<file path="config.mk">
export PLATFORM = sky130hd
export DESIGN_NAME = sfifo_rd_stream
export DESIGN_NICKNAME = d
export VERILOG_FILES = /design/src/rtl/sfifo_pkg.sv /design/src/rtl/stream_skid2.sv /design/src/rtl/sfifo_rd_stream.sv
export SDC_FILE = /design/constraint.sdc
export NUM_CORES = 1
export LEC_CHECK = 0
export BUFFER_PORTS_ARGS = -buffer_cell sky130_fd_sc_hd__buf_2
export CORE_MARGIN = 2
export CORE_UTILIZATION = 49
export DETAILED_ROUTE_END_ITERATION = 8
export PLACE_DENSITY = 0.77
export SLEW_MARGIN = 20
export SYNTH_ARGS = -nofsm -noshare
export SYNTH_HDL_FRONTEND = slang
export SYNTH_HIERARCHICAL = 1
export SYNTH_SLANG_ARGS = --single-unit
export TNS_END_PERCENT = 10
</file>
<file path="constraint.sdc">
create_clock -name clk -period 2.9 [get_ports clk]
set_input_delay 0.435 -clock clk [delete_from_list [all_inputs] [get_ports clk]]
set_output_delay 0.435 -clock clk [all_outputs]
set_load 0.1 [all_outputs]
</file>
<file path="src/rtl/sfifo_pkg.sv">
// Shared FIFO constants and beat type for the synchronous FIFO and its
// read/write side engines.
package sfifo_pkg;

  localparam int SFIFO_DW     = 16;
  localparam int SFIFO_DEPTH  = 16;
  localparam int SFIFO_ADDR_W = $clog2(SFIFO_DEPTH);

  typedef struct packed {
    logic [SFIFO_DW-1:0] data;
    logic                last;
  } beat_t;

endpackage

</file>
<file path="src/rtl/stream_skid2.sv">
// Two-entry registered valid/ready buffer: head drives the stream output,
// tail absorbs one extra word so a capture and a pop can share a cycle.
module stream_skid2 #(
  parameter int DATA_W = 16
) (
  input  logic              clk,
  input  logic              rst,
  input  logic              clr,
  input  logic              push,
  input  logic [DATA_W-1:0] push_data,
  input  logic              pop,
  output logic [1:0]        occ,
  output logic [DATA_W-1:0] head
);

  logic [1:0]        occ_p1;
  logic [DATA_W-1:0] head_p1;
  logic [DATA_W-1:0] tail_p1;

  // Buffer register stage
  always_ff @(posedge clk) begin
    if (rst) begin
      occ_p1  <= 2'd0;
      head_p1 <= '0;
    end else if (clr) begin
      occ_p1 <= 2'd0;
    end else begin
      case ({push, pop})
        2'b10: begin
          if (occ_p1 == 2'd0) head_p1 <= push_data;
          else                tail_p1 <= push_data;
          occ_p1 <= occ_p1 + 2'd1;
        end
        2'b01: begin
          head_p1 <= tail_p1;
          occ_p1  <= occ_p1 - 2'd1;
        end
        2'b11: begin
          if (occ_p1 == 2'd1) begin
            head_p1 <= push_data;
          end else begin
            head_p1 <= tail_p1;
            tail_p1 <= push_data;
          end
        end
        default: ;
      endcase
    end
  end

  assign occ  = occ_p1;
  assign head = head_p1;

endmodule

</file>
<file path="src/rtl/sfifo_rd_stream.sv">
// Read-side drain engine: pops the FIFO, absorbs its one-cycle read latency
// and presents the words as a burst-framed valid/ready stream.
module sfifo_rd_stream
  import sfifo_pkg::*;
#(
  parameter int DW        = SFIFO_DW,
  parameter int BURST_LEN = 8,
  parameter int CNT_W     = 8
) (
  input  logic          clk,
  input  logic          rst,
  output logic          fifo_rd,
  input  logic [DW-1:0] fifo_dout,
  input  logic          fifo_empty,
  input  logic          fifo_udfl,
  input  logic          flush,
  output logic          m_valid,
  input  logic          m_ready,
  output logic [DW-1:0] m_data,
  output logic          m_last,
  output logic          err_udfl
);

  logic [1:0]       occ;
  logic             vld_p1;
  logic [CNT_W-1:0] beat_cnt;
  logic             pop;
  logic [2:0]       inflight;

  assign pop      = m_valid & m_ready;
  assign inflight = {1'b0, occ} + {2'b00, vld_p1};
  // Words already buffered or in flight, less the one leaving now, must
  // leave room for the word this pop will return.
  assign fifo_rd  = !rst && !flush && !fifo_empty &&
                    (inflight < (3'd2 + {2'b00, pop}));
  assign m_valid  = (occ != 2'd0);
  assign m_last   = m_valid && (beat_cnt == CNT_W'(BURST_LEN - 1));

  // Read-latency stage: vld_p1 marks fifo_dout as holding a popped word
  always_ff @(posedge clk) begin
    if (rst) begin
      vld_p1   <= 1'b0;
      beat_cnt <= '0;
      err_udfl <= 1'b0;
    end else begin
      vld_p1 <= fifo_rd;
      if (flush)
        beat_cnt <= '0;
      else if (pop)
        beat_cnt <= m_last ? '0 : beat_cnt + CNT_W'(1);
      if (fifo_udfl && fifo_rd)
        err_udfl <= 1'b1;
    end
  end

  stream_skid2 #(.DATA_W(DW)) u_buf (
    .clk       (clk),
    .rst       (rst),
    .clr       (flush),
    .push      (vld_p1),
    .push_data (fifo_dout),
    .pop       (pop),
    .occ       (occ),
    .head      (m_data)
  );

endmodule
</file>
==> out/results.ini, run 1 <==
[run_status]
status = completed

[cts]
postCtsSetupRepairBufs = 0
cts_tree = done
holdBufCountCts = 0
clk_pin_slew_ns = 0.07
cts_made_buffers = 5
cts_sinks = 44
h-tree-depth = 2
cts_buffer_depth = 2
clk_latency_ns = 0.29
cts.repair.resized = 0
cts-root-buf = clkbuf_8

[route]
ant_nets = 0
remaining_drc_errors = 0
vias = 1613
dr.pass1.iters = 4
wl_per_cell_microns = 15.6
drt_iter0_drc = 77
via_per_inst = 5.74
wl_microns = 4390

[timing]
hold_viol = 0
fin_worst_skew_ns = 0.00549
tns_ns = 0
hold_ws_ns = 0.330
slew_headroom = 0.598
finalCriticalPeriod_ns = 2.58
min_period_over_period = 0.889
maxSlewViolCount = 0
worst_pin_slew_ns = 0.600
timing.fmax_ghz = 0.388
rsz0062_at_grt = false
layout_setup_ws_ns = 0.322
finalSetupViolations = 0

[yosys]
ys_ff_latch = 44
yosys.area.top_type = dfxtp_1
ys.flop_type = dfxtp_1
syn_area_sq_um = 2110
yosys.area.top_type_share = 0.265
seq_area_frac_synth = 0.493
synth_edf_count = 16
synthArstFlopShare = 0
synth_area_leaders = dfxtp_1, edfxtp_1, a311oi_2
synthesis.area_per_instance_sq_um = 11.1
ys_warn_count = 6
synth_cells = 190
synth_cell_types = 42
syn_nets = 223

[power_and_ir_drop]
p_leak_nw = 0.936
powerDensity_nw_per_um2 = 521
max-vdd-ir-drop_mv = 0.243
p_total_mw = 1.26

[worst_setup_path]
crit_type = register to output port
r2r_cells = 6
worstPathCellList = ha_1 -> or4b_4 -> nor4b_4 -> buf_2
end_kind = output port
required_ns = 2.47
slowest_stage = or4b_4
slowest_delay_ns = 0.52
startpoint_type = register
worstPathArrival_ns = 2.14
path_max_fanout = 4

[grt]
antenna_found_initial = 0
grt_pass1_vias = 1604
grt_pass1_wl_microns = 7370
overflow = 0
grt_max_degree = 24
grt_usage = 0.189

[layout]
nets = 264
num_antenna_cells = 0
design_area_sq_um = 2420
layout-drive-gt1-share = 0.307
syn_to_final_growth_pct = 14.8

[die]
rows = 23
fp.dieH_microns = 69.7
io_pins = 42
initial_core_util = 0.517
chipWidth_microns = 69.7
dieArea_sq_um = 4850
core_area_sq_um = 4090

[job]
maxCapViolations = 0

[placement]
place_area_sq_um = 2350
dp_hpwl_microns = 3020
place_congestion = 0.759
post-place-ws_ns = 0.526
port_buffers = 41

[hold_path]
min_path_cells = 1
hold_path_class = primary input to register

## cells in the final DEF (no fill, tap or decap), types with 2 or more instances in the layout
cell type	netlist	layout
a21oi_1	22	22
a311oi_1	6	6
a311oi_2	10	10
and3b_1	2	2
buf_2	4	41
buf_4	0	3
clkbuf_8	0	5
dfxtp_1	28	28
edfxtp_1	16	16
ha_1	11	11
inv_1	6	6
nand2_1	19	19
nand2b_1	2	2
nand4_1	2	2
nor2_1	4	4
nor3_1	2	2
o211ai_1	2	2
o21ai_0	20	20
or3_1	3	3
xnor2_1	2	2
xor2_1	2	2
## path summary, 6_finish.rpt
kind / end / slack, ns / from
worst min-delay path: u_buf/tail_p1[7] / 0.33 / fifo_dout[7]
worst max register to register: u_buf/head[10] / 0.53 / u_buf/occ[1]
worst min register to register: err_udfl / 0.46 / err_udfl
worst max-delay path: m_last / 0.32 / beat_cnt[0]
## flip-flops by register name, indices dropped and copies added (netlist names)
name and cells:
u_buf/head 16, u_buf/tail_p1 16, beat_cnt 8, u_buf/occ 2, err_udfl 1, vld_p1 1
## layout make-up
cell class,count,area [sq um]
Sequential cell,44,1040
Multi-Input combinational cell,130,992
Tap cell,50,62.6
Fill cell,366,1660
Inverter,6,22.5
Clock inverter,1,5.00
Timing Repair Buffer,44,228
Clock buffer,6,72.6
## per-stage QoR
| stage | util | instances |
|---|---|---|
| finish | 0.593 | 281 |
| global route | 0.593 | 281 |
| CTS | 0.593 | 281 |
| detailed placement | 0.574 | 274 |
| global placement | 0.574 | 274 |
| floorplan | - | 190 |
## worst max-delay path: cells and delay by family (launching register included)
kind,cells,cell delay (ns)
buf+inv,1,0.46
fa+ha+maj,1,0.23
simple gates,2,0.77
flops,1,0.39
## cell usage after synthesis, types with 2 or more instances
cell,n
buf_6,3
ha_1,11
nand4_1,2
nor4b_1,3
inv_1,6
o21ai_0,20
xnor2_1,2
a311oi_1,6
nor2_1,4
buf_2,4
a21oi_1,22
and3b_1,2
a311oi_2,10
dfxtp_1,28
nand2b_1,2
xor2_1,2
or3_1,3
edfxtp_1,16
nand2_1,19
nor3_1,2
o211ai_1,2
## layer usage
layer | global-route usage | up-vias | part of all wire
met1 | 0.249 | 756 | 0.47
met2 | 0.303 | 49 | 0.47
met5 | 0 | - | 0
met3 | 0.0509 | 6 | 0.049
li1 | - | 802 | -
met4 | 0.0598 | 0 | 0.014
## power by group
| group | internal, mW | leakage, nW | total, mW | switching (mW) |
|---|---|---|---|---|
| clock network | 0.164 | 0.0410 | 0.356 | 0.193 |
| logic | 0.0586 | 0.524 | 0.243 | 0.184 |
| registers | 0.655 | 0.371 | 0.665 | 0.00930 |
## cell families (layout without fill, tap and decap cells)
group,Yosys count,after routing,share of synthesized area
simple gates,45,45,0.124
xor+xnor,4,4,0.0166
fa+ha+maj,11,11,0.0652
buf+inv,16,57,0.0474
flops,44,44,0.493
compound gates,69,69,0.249
mux,1,1,0.00474
Note: power is estimated with default switching activity, not from simulation.
==> run 2: changes to the inputs <==
- CORE_UTILIZATION: 49 -> 51
- CTS_BUF_LIST: not set -> sky130_fd_sc_hd__clkbuf_2 sky130_fd_sc_hd__clkbuf_4 sky130_fd_sc_hd__clkbuf_8
- PLACE_DENSITY: 0.77 -> 0.8
==> run 2 against run 1 <==
Effect of this change:
- wire length decreased by 4.4%
- maximum frequency fell by 1.4%
- clock-buffer cell count grew 1
- combinational power about the same
- critical endpoint unchanged
- largest cell class unchanged
==> out/results.ini, run 2 (synthesis gave the netlist of run 1 again) <==
[worst_setup_path]
startpoint_type = register
end_kind = output port
r2r_cells = 6
crit_type = register to output port
r2r_slack_ns = 0.39
reg2reg_from = u_buf/occ[1]
required_ns = 2.47
reg2reg_to = u_buf/head[1]
path_max_fanout = 4
worstPathArrival_ns = 2.18

[power_and_ir_drop]
p_int_mw = 0.901
p_total_mw = 1.29
max-vdd-ir-drop_mv = 0.297
powerDensity_nw_per_um2 = 531
clkPwrFrac = 0.298
p_sw_mw = 0.389
pwr-share-comb = 0.187
p_leak_nw = 0.939
p_sw_frac = 0.301
seq_power_share = 0.515

[timing]
rsz0062_at_grt = false
hold_viol = 0
finalCriticalPeriod_ns = 2.61
min_period_over_period = 0.901
tns_ns = 0
slew_headroom = 0.586
hold_ws_ns = 0.326
finalSetupViolations = 0
timing.fmax_ghz = 0.383
worst_pin_slew_ns = 0.620
layout_setup_ws_ns = 0.286
maxSlewViolCount = 0
fin_worst_skew_ns = 0.00944

[grt]
antenna_found_initial = 0
grt_pass1_vias = 1462
overflow = 0
grt_usage = 0.201
grt_pass1_wl_microns = 6860
grt_max_degree = 24

[cts]
cts_made_buffers = 5
cts_buffer_depth = 2
cts.repair.resized = 0
cts-root-buf = clkbuf_8
cts_tree = done
h-tree-depth = 2
clk_latency_ns = 0.30
clk_pin_slew_ns = 0.08
holdBufCountCts = 0
postCtsSetupRepairBufs = 0
cts_sinks = 44

[route]
via_per_inst = 5.67
drt_iter0_drc = 108
wl_per_cell_microns = 14.9
ant_nets = 0
wl_microns = 4200
dr.pass1.iters = 4
remaining_drc_errors = 0
vias = 1594

[placement]
dp_hpwl_microns = 2960
place_congestion = 0.780
place_area_sq_um = 2340
port_buffers = 41
post-place-ws_ns = 0.379

[layout]
nets = 263
final_common_cell = buf_2
fillCellCount = 354
final_cell_mix = buf_2, dfxtp_1, a21oi_1
syn_to_final_growth_pct = 14.9
layout-drive-gt1-share = 0.312
design_area_sq_um = 2430
num_antenna_cells = 0

[run_status]
status = completed

[job]
maxCapViolations = 0

[hold_path]
min_path_cells = 1
hold_path.startpoint = fifo_dout[3]
hold_path_class = primary input to register
holdPathEnd = u_buf/tail_p1[3]

[die]
initial_core_util = 0.528
chipWidth_microns = 68.4
io_pins = 42
dieArea_sq_um = 4670
fp.dieH_microns = 68.4
rows = 23
core_area_sq_um = 4000

[run 2: changes by cell type in the layout (fill, tap and decap cells not counted)]
cell	before	now
buf_4	3	2
clkbuf_1	1	0
clkbuf_4	0	2
[run 2: final cells by class]
type	instances	area, sq um	area share
Clock buffer	7	83.8	0.0345
Clock inverter	1	5.00	0.00206
Inverter	6	22.5	0.00928
Multi-Input combinational cell	130	992	0.409
Sequential cell	44	1040	0.429
Tap cell	50	62.6	0.0258
Timing Repair Buffer	43	220	0.0907
[run 2: metrics by stage]
step | instances | utilization
after global routing | 281 | 0.607
after CTS | 281 | 0.607
after detailed placement | 273 | 0.585
after floorplan | 190 | -
after global placement | 273 | 0.585
final | 281 | 0.607
[run 2: worst max-delay path, stage by stage, from the launching register on]
cell and delay (ns):
dfxtp_1 0.40, ha_1 0.24, or4b_4 0.52, nor4b_4 0.26, buf_2 0.46
[run 2: how the worst max path moves through the flow]
stage | to | start | depth (start not counted) | slack, ns
6_report | m_last | beat_cnt[0] | 4 | 0.29
2_1_floorplan | fifo_rd | u_buf/occ[0] | 4 | -0.21
3_3_place_gp | u_buf/head[8] | m_ready | 7 | 0.49
3_5_place_dp | u_buf/head[13] | m_ready | 7 | 0.38
5_1_grt | u_buf/head[13] | u_buf/occ[1] | 6 | 0.14
4_1_cts | m_last | beat_cnt[0] | 4 | 0.28
[run 2: metal layers]
| layer | up-vias | global-route usage | wire length [microns] |
|---|---|---|---|
| li1 | 798 | - | - |
| met1 | 739 | 0.255 | 1890 |
| met2 | 52 | 0.329 | 1990 |
| met3 | 5 | 0.0543 | 254 |
| met4 | 0 | 0.0750 | 66 |
| met5 | - | 0 | 0 |
[run 2: power groups by stage]
| stage | Combinational, mW | Clock, mW | Sequential (mW) |
|---|---|---|---|
| 6_report | 0.241 | 0.384 | 0.664 |
| 2_1_floorplan | 0.0956 | 0 | 0.780 |
| 4_1_cts | 0.243 | 0.396 | 0.664 |
| 3_3_place_gp | 0.239 | 0 | 0.678 |
| 3_5_place_dp | 0.243 | 0 | 0.679 |
| 5_1_grt | 0.257 | 0.420 | 0.667 |
